--- src/rtl/ghazi_sram_arb_pkg.sv ---
// Shared types and helpers for the ghazi SRAM arbiter.
// Optional build macro: GHAZI_SRAM_ARB_PERF_EN (adds performance counters to the top).
package ghazi_sram_arb_pkg;

  // Width of the readback starvation counter.
  localparam int unsigned STARVE_CNT_W = 8;

  // Which requester owns the response coming back next cycle.
  typedef enum logic [1:0] {
    OWN_NONE = 2'd0,
    OWN_CORE = 2'd1,
    OWN_RB   = 2'd2
  } owner_e;

  // Byte-lane write enable for one 8-bit lane of the core bit mask:
  // the lane is written when the access is a write and any mask bit in it is set.
  function automatic logic wmask_to_be(input logic we, input logic [7:0] lane_mask);
    return we & (|lane_mask);
  endfunction

endpackage

--- src/rtl/ghazi_sram_arb_starve.sv ---
// Saturating readback starvation counter. Raises flip when the readback port
// has been denied STARVE_LIMIT consecutive cycles, giving it priority over core.
module ghazi_sram_arb_starve
  import ghazi_sram_arb_pkg::*;
#(
  parameter int unsigned STARVE_LIMIT = 15
) (
  input  logic                    clk,
  input  logic                    rst_n,
  input  logic                    rb_req,
  input  logic                    rb_gnt,
  output logic                    flip,
  output logic [STARVE_CNT_W-1:0] cnt
);

  localparam logic [STARVE_CNT_W-1:0] LIMIT = STARVE_CNT_W'(STARVE_LIMIT);
  localparam logic [STARVE_CNT_W-1:0] ONE   = {{(STARVE_CNT_W-1){1'b0}}, 1'b1};

  logic [STARVE_CNT_W-1:0] cnt_next;

  // Next count: clear when idle or served, hold at the limit, else count a denied cycle.
  always_comb begin
    cnt_next = cnt;
    if (!rb_req || rb_gnt) begin
      cnt_next = {STARVE_CNT_W{1'b0}};
    end else if (cnt == LIMIT) begin
      cnt_next = cnt;
    end else begin
      cnt_next = cnt + ONE;
    end
  end

  // Counter and registered priority-flip flag.
  always_ff @(posedge clk or negedge rst_n) begin
    if (!rst_n) begin
      cnt  <= {STARVE_CNT_W{1'b0}};
      flip <= 1'b0;
    end else begin
      cnt  <= cnt_next;
      flip <= (cnt_next == LIMIT);
    end
  end

endmodule

--- src/rtl/ghazi_sram_arbiter.sv ---
// Three-way arbiter for a single-port, 1-cycle-latency word SRAM.
// Requesters: UART programmer (write-only), core adapter, logic-analyzer readback.
// Optional build macro: GHAZI_SRAM_ARB_PERF_EN adds perf_conflict_o / perf_starve_o.
module ghazi_sram_arbiter
  import ghazi_sram_arb_pkg::*;
#(
  parameter int unsigned AW           = 8,
  parameter int unsigned DW           = 32,
  parameter int unsigned STARVE_LIMIT = 15
) (
  input  logic            clk_i,
  input  logic            rst_ni,
  input  logic            prog_we_i,
  input  logic [AW-1:0]   prog_addr_i,
  input  logic [DW-1:0]   prog_wdata_i,
  output logic            prog_gnt_o,
  input  logic            core_req_i,
  input  logic            core_we_i,
  input  logic [AW-1:0]   core_addr_i,
  input  logic [DW-1:0]   core_wdata_i,
  input  logic [DW-1:0]   core_wmask_i,
  output logic            core_gnt_o,
  output logic            core_rvalid_o,
  output logic [DW-1:0]   core_rdata_o,
  input  logic            rb_req_i,
  input  logic [AW-1:0]   rb_addr_i,
  output logic            rb_gnt_o,
  output logic            rb_rvalid_o,
  output logic [DW-1:0]   rb_rdata_o,
  input  logic            core_block_i,
  output logic            sram_en_o,
  output logic [DW/8-1:0] sram_we_o,
  output logic [AW-1:0]   sram_addr_o,
  output logic [DW-1:0]   sram_wdata_o,
  input  logic [DW-1:0]   sram_rdata_i
`ifdef GHAZI_SRAM_ARB_PERF_EN
  ,
  output logic [15:0]     perf_conflict_o,
  output logic [15:0]     perf_starve_o
`endif
);

  localparam int unsigned NB = DW / 8;

  logic                    core_req_eff;
  logic                    rb_first;
  logic                    flip;
  logic [STARVE_CNT_W-1:0] starve_cnt;
  logic [NB-1:0]           core_be;
  owner_e                  owner;
  owner_e                  owner_next;

  // Starvation tracking for the readback port.
  ghazi_sram_arb_starve #(
    .STARVE_LIMIT(STARVE_LIMIT)
  ) u_starve (
    .clk    (clk_i),
    .rst_n  (rst_ni),
    .rb_req (rb_req_i),
    .rb_gnt (rb_gnt_o),
    .flip   (flip),
    .cnt    (starve_cnt)
  );

  // Grant decision: prog always wins; rb beats core only while starved.
  always_comb begin
    core_req_eff = core_req_i & ~core_block_i;
    rb_first     = flip & rb_req_i;
    prog_gnt_o   = prog_we_i;
    core_gnt_o   = ~prog_we_i & core_req_eff & ~rb_first;
    rb_gnt_o     = ~prog_we_i & rb_req_i & (rb_first | ~core_req_eff);
  end

  // Core byte enables derived from the bit mask, one lane at a time.
  always_comb begin
    core_be = {NB{1'b0}};
    for (int i = 0; i < int'(NB); i++) begin
      core_be[i] = wmask_to_be(core_we_i, core_wmask_i[8*i +: 8]);
    end
  end

  // SRAM port mux from the winning requester; all-zero when idle.
  always_comb begin
    sram_en_o    = prog_gnt_o | core_gnt_o | rb_gnt_o;
    sram_we_o    = {NB{1'b0}};
    sram_addr_o  = {AW{1'b0}};
    sram_wdata_o = {DW{1'b0}};
    owner_next   = OWN_NONE;
    if (prog_gnt_o) begin
      sram_we_o    = {NB{1'b1}};
      sram_addr_o  = prog_addr_i;
      sram_wdata_o = prog_wdata_i;
    end else if (core_gnt_o) begin
      sram_we_o    = core_be;
      sram_addr_o  = core_addr_i;
      sram_wdata_o = core_wdata_i;
      owner_next   = OWN_CORE;
    end else if (rb_gnt_o) begin
      sram_addr_o  = rb_addr_i;
      owner_next   = OWN_RB;
    end else begin
      owner_next   = OWN_NONE;
    end
  end

  // Owner tag for the response arriving one cycle after the grant.
  always_ff @(posedge clk_i or negedge rst_ni) begin
    if (!rst_ni) begin
      owner <= OWN_NONE;
    end else begin
      owner <= owner_next;
    end
  end

  // Response steering: rvalid from the tag, rdata gated to zero otherwise.
  // Core writes also return rvalid; their data comes back as zero.
  logic core_wr_pending;

  // Remember whether the outstanding core access was a write.
  always_ff @(posedge clk_i or negedge rst_ni) begin
    if (!rst_ni) begin
      core_wr_pending <= 1'b0;
    end else begin
      core_wr_pending <= core_gnt_o & core_we_i;
    end
  end

  // Response outputs decoded from the registered tag.
  always_comb begin
    core_rvalid_o = 1'b0;
    rb_rvalid_o   = 1'b0;
    core_rdata_o  = {DW{1'b0}};
    rb_rdata_o    = {DW{1'b0}};
    case (owner)
      OWN_CORE: begin
        core_rvalid_o = 1'b1;
        if (core_wr_pending) begin
          core_rdata_o = {DW{1'b0}};
        end else begin
          core_rdata_o = sram_rdata_i;
        end
      end
      OWN_RB: begin
        rb_rvalid_o = 1'b1;
        rb_rdata_o  = sram_rdata_i;
      end
      default: begin
        core_rvalid_o = 1'b0;
        rb_rvalid_o   = 1'b0;
      end
    endcase
  end

`ifdef GHAZI_SRAM_ARB_PERF_EN
  logic conflict;
  logic starve_applied;

  // Conflict: two or more live requesters; starve: rb won through the flip.
  always_comb begin
    conflict = (prog_we_i & core_req_eff) | (prog_we_i & rb_req_i) | (core_req_eff & rb_req_i);
    starve_applied = rb_first & ~prog_we_i;
  end

  // Saturating performance counters.
  always_ff @(posedge clk_i or negedge rst_ni) begin
    if (!rst_ni) begin
      perf_conflict_o <= 16'd0;
      perf_starve_o   <= 16'd0;
    end else begin
      if (conflict && (perf_conflict_o != 16'hFFFF)) begin
        perf_conflict_o <= perf_conflict_o + 16'd1;
      end else begin
        perf_conflict_o <= perf_conflict_o;
      end
      if (starve_applied && (perf_starve_o != 16'hFFFF)) begin
        perf_starve_o <= perf_starve_o + 16'd1;
      end else begin
        perf_starve_o <= perf_starve_o;
      end
    end
  end
`endif

endmodule

--- config.mk ---
export PLATFORM = sky130hd
export DESIGN_NAME = ghazi_sram_arbiter
export DESIGN_NICKNAME = d
export VERILOG_FILES = /design/src/rtl/ghazi_sram_arb_pkg.sv /design/src/rtl/ghazi_sram_arb_starve.sv /design/src/rtl/ghazi_sram_arbiter.sv
export SDC_FILE = /design/constraint.sdc
export NUM_CORES = 1
export LEC_CHECK = 0
export CAP_MARGIN = 25
export CORE_AREA = 2 2 106 108
export DETAILED_ROUTE_END_ITERATION = 8
export DIE_AREA = 0 0 108 110
export HOLD_SLACK_MARGIN = 0.15
export SLEW_MARGIN = 20
export SYNTH_ARGS = -nofsm -noshare
export SYNTH_HDL_FRONTEND = slang
export SYNTH_HIERARCHICAL = 1
export SYNTH_SLANG_ARGS = --single-unit
--- constraint.sdc ---
create_clock -name clk_i -period 3.5 [get_ports clk_i]
set_clock_uncertainty 0.15 [all_clocks]
set_input_delay 0.525 -clock clk_i [delete_from_list [all_inputs] [get_ports clk_i]]
set_output_delay 0.525 -clock clk_i [all_outputs]
set_load 0.05 [all_outputs]
# After elaboration in Yosys (flattened, before gate mapping)
# Index checks and enable logic that the tools add are counted.
# op_classes
n_addsub	1
eq_ne	4
muxes	17
n_bitwise	18
reduce_logical	6
# ops
op	n
32-bit two-way mux	5
8-bit two-way mux	5
8-bit OR reduction	4
8-bit by 4-bit equality test with 1-bit output (second input constant)	2
1-bit bitwise AND	11
8-bit by 1-bit adder with 8-bit output (second input constant)	1
4-bit two-way mux	2
2-bit two-way mux	3
1-bit inverter	4
1-bit OR	3
2-bit by 1-bit equality test with 1-bit output (second input constant)	1
2-bit equality test (second input constant)	1
1-bit two-way mux	2
1-bit zero test	1
1-bit logical OR	1
# word_totals
regBits	12
out_inout_bits	114
word_cells	50

# Depth between registers and ports, before layout
# depth
ltp_word	8
mapped_depth	9
ltp_nobuf	7

# Cells and area by module
# Netlist, hierarchy kept.
# by_module_without_submodules
module	n_inst	cells_per_inst	area_each_um2	seq_area_each_um2
ghazi_sram_arbiter	1	253	1460.2	75.1
ghazi_sram_arb_starve	1	56	538.0	225.2

# Least setup slack after synthesis
# No wires, ideal clock.
# synth_timing
path_type	input to output
start	in core_req_i
end	out sram_wdata_o[0]
arrival_ns	2.050
required_time_ns	2.825
path_slack_ns	0.775
cell_stages	5
path_buffers	2
path_cell_list	nor2b_4 > buf_6 > buf_4 > nand3_1 > o21ai_0
# synth_between
elab_chain_len	5
# synth_lines
item	line	rtl
start, declared	ghazi_sram_arbiter.sv:17	input logic core_req_i,
1-bit bitwise AND	ghazi_sram_arbiter.sv:67	core_req_eff = core_req_i & ~core_block_i;
1-bit bitwise AND (2 in a row)	ghazi_sram_arbiter.sv:70	core_gnt_o = ~prog_we_i & core_req_eff & ~rb_first;
32-bit two-way mux	ghazi_sram_arbiter.sv:93	end else if (core_gnt_o) begin
32-bit two-way mux	ghazi_sram_arbiter.sv:89	if (prog_gnt_o) begin
end, declared	ghazi_sram_arbiter.sv:34	output logic [DW-1:0] sram_wdata_o,
# Every way passes these cells.

# Worst setup path after layout
# layout_timing
start	in core_req_i
end	out sram_addr_o[4]
# layout_between
elab_chain_len	7
word_cells_on_any_way	9
cone_classes	3 x mux; 6 x bitwise
# layout_lines
item	line	rtl
1-bit bitwise AND (*)	ghazi_sram_arbiter.sv:67	
1-bit inverter	ghazi_sram_arbiter.sv:71	rb_gnt_o = ~prog_we_i & rb_req_i & (rb_first | ~core_req_eff);
1-bit OR	ghazi_sram_arbiter.sv:71	
1-bit bitwise AND	ghazi_sram_arbiter.sv:71	
8-bit two-way mux	ghazi_sram_arbiter.sv:98	end else if (rb_gnt_o) begin
8-bit two-way mux (*)	ghazi_sram_arbiter.sv:93	
8-bit two-way mux (*)	ghazi_sram_arbiter.sv:89	
end, declared	ghazi_sram_arbiter.sv:33	output logic [AW-1:0] sram_addr_o,
# Mark *: on every way between the ends. The rest lies on a longest branch, timed or not.

==> impl_metrics.json <==
{
  "status": "completed",
  "die_w_um": 108,
  "worstPathRequired_ns": 2.82,
  "wl_per_cell_um": 16.3,
  "syn_inst": 309,
  "ctsRootBufferMaster": "clkbuf_8",
  "setup.worst_path.class": "in -> out",
  "fin_hold_ws_ns": 0.502,
  "initialDrtViolationCount": 249,
  "finalHoldViolCount": 0,
  "die_area_um2": 11900,
  "period_needed_ns": 2.90,
  "pwr_density_cell_nw_per_um2": 199,
  "ys_types": 44,
  "numClockSinks": 12,
  "multi_input_area_um2": 1530,
  "timing.final.setup_violations": 0,
  "crit_fanout": 20,
  "coreArea_um2": 10700,
  "seq_area_um2": 300,
  "hpwl_mm": 9.86,
  "total_leakage_power_uw": 0.00205,
  "fmax_ghz": 0.344,
  "ys.flop_type": "dfrtp_1",
  "grt-ovfl-total": 0,
  "synth_warnings": 6,
  "clock_path_buffers": 2,
  "clk_latency_ns": 0.24,
  "die_y_um": 110,
  "start_util_pct": 18.7,
  "cts-htree-levels": 1,
  "maxCapViolCount": 0,
  "num_rows": 38,
  "grt_max_degree": 49,
  "grt_pass1_wl_mm": 16.2,
  "synth.area.top_cells": "and2_1 (21%), dfrtp_1 (15%), nand2_1 (10%)",
  "async_reset_ff_share_pct": 100,
  "yosysMostFrequentCell": "and2_1",
  "arrival_ns": 2.23,
  "grtUsageTotal_pct": 17.5,
  "place_congestion": 0.863,
  "post-cts-setup-buffers": 0,
  "synth.top_cell.area_share_pct": 20.7,
  "drv_slew": 0,
  "drc_errors": 0,
  "nets": 727,
  "first_global_vias": 3101,
  "hold_path_class": "in -> async",
  "n_fill_cell": 1009,
  "vias_per_cell": 4.60,
  "syn_area_per_cell_um2": 6.47,
  "synth_top_cells_by_count": "and2_1 (66), nand2_1 (55), o21ai_0 (35)",
  "yosysTopAreaCell": "and2_1",
  "wl_mm": 11.5,
  "cp-start-kind": "primary input",
  "ir_drop_mv": 0.0913,
  "syn_area_um2": 2000,
  "synth_edf_count": 0,
  "layout-drive-gt1-share_pct": 12.9,
  "num_vias": 3254,
  "rsz0062_at_grt": "false",
  "ant_nets": 0,
  "cts-resized-gates": 0,
  "synth_nets": 469,
  "final.setup.worst_slack_ns": 0.596,
  "yosysSeqAreaShare_pct": 15.0,
  "clkTransAtPathRegs_ns": 0.06,
  "numCtsBuffers": 3,
  "numPortBuffers": 272,
  "area_growth_pct": 167,
  "timing.final.crit_share_pct": 83.0,
  "hold_buffers": 0,
  "slew_headroom_pct": 61.1,
  "cts_tree": "built",
  "setup.worst_path.end_class": "output pin",
  "finalSetupTns_ns": 0,
  "tightest_slew_ns": 0.581,
  "first_pass_iters": 4,
  "io_pins": 273,
  "antenna_found_initial": 1,
  "dp_slack_ns": 0.602,
  "synth-seq-cells": 12
}
==> flip-flops by register name, indices dropped and copies added (netlist names) <==
signal           flops
u_starve/cnt         8
owner                2
core_wr_pending      1
u_starve/flip        1
==> placed cells by master (no fill, tap or decap), types with 2 or more instances in the layout <==
cell type and instances:
dfrtp_1 12, clkbuf_8 4, nand2_1 55, o211ai_1 7, buf_12 47, xnor2_1 2, buf_4 10, nor4_1 8
inv_1 3, nor2_1 10, nand2b_1 2, nor2b_1 2, a31o_1 2, clkdlybuf4s50_1 224, a31o_2 2, nand4b_1 8
nand3_1 33, nor3_1 3, o21ai_0 35, or3_1 3, nor3b_1 2, and2_1 66, a21oi_1 4, and2b_1 2
a211oi_1 2
==> worst paths after layout <==
kind	startpoint	to	slack [ns]	cells after the start
worst max register to register	u_starve/cnt[0]$_DFF_PN0_	u_starve/flip$_DFF_PN0_	1.30	5
min in group clk_i	u_starve/flip$_DFF_PN0_	owner[0]$_DFF_PN0_	0.50	3
worst max-delay path	core_req_i	sram_addr_o[4]	0.60	6
worst min register to register	u_starve/flip$_DFF_PN0_	owner[0]$_DFF_PN0_	0.50	3
worst min-delay path	rst_ni	u_starve/cnt[5]$_DFF_PN0_	0.50	1
max in group asynchronous	rst_ni	owner[0]$_DFF_PN0_	2.32	1
==> final cells by class <==
type                            instances  area share [%]
Antenna cell                            1          0.0469
Clock buffer                            4            1.03
Inverter                                3           0.211
Multi-Input combinational cell        265            28.6
Sequential cell                        12            5.63
Tap cell                              140            3.28
Timing Repair Buffer                  282            61.2
==> worst max-delay path: stages <==
cell and delay (ns):
clkdlybuf4s50_1 0.45, nor2b_4 0.28, buf_4 0.30, and2_4 0.28, o211ai_1 0.19, buf_12 0.19
==> logic make-up after synthesis <==
kind of cell	after synthesis	synth area share [%]
mux	1	0.501
compound gates	59	18.5
xor+xnor	3	1.32
fa+ha+maj	1	0.626
simple gates	201	55.5
flops	12	15.0
buf+inv	32	8.52
==> report_power, final <==
group | switching (uW) | internal, uW | leakage, uW | total [uW]
Sequential | 5.48 | 143 | 0.000164 | 148
Combinational | 379 | 380 | 0.00186 | 759
Clock | 55.8 | 99.6 | 0.0000288 | 155
==> layer usage <==
layer	share of wire, %	track usage (%)	routed length (um)	vias up
met4	1.6	4.85	188	0
li1	-	-	-	1576
met2	53	33.7	6070	204
met5	0	0	0	-
met1	36	19.2	4180	1458
met3	9.3	3.76	1070	16
==> metrics by stage <==
step / total power (uW) / area, um^2 / util, % / instances
after floorplan: 481 / 2000 / - / 309
after global placement: 906 / 5280 / 49.3 / 702
after detailed placement: 910 / 5280 / 49.3 / 702
after CTS: 1070 / 5330 / 49.8 / 706
after global routing: 1110 / 5340 / 49.9 / 707
final: 1060 / 5340 / 49.9 / 707
(Power assumes the default switching activity.)
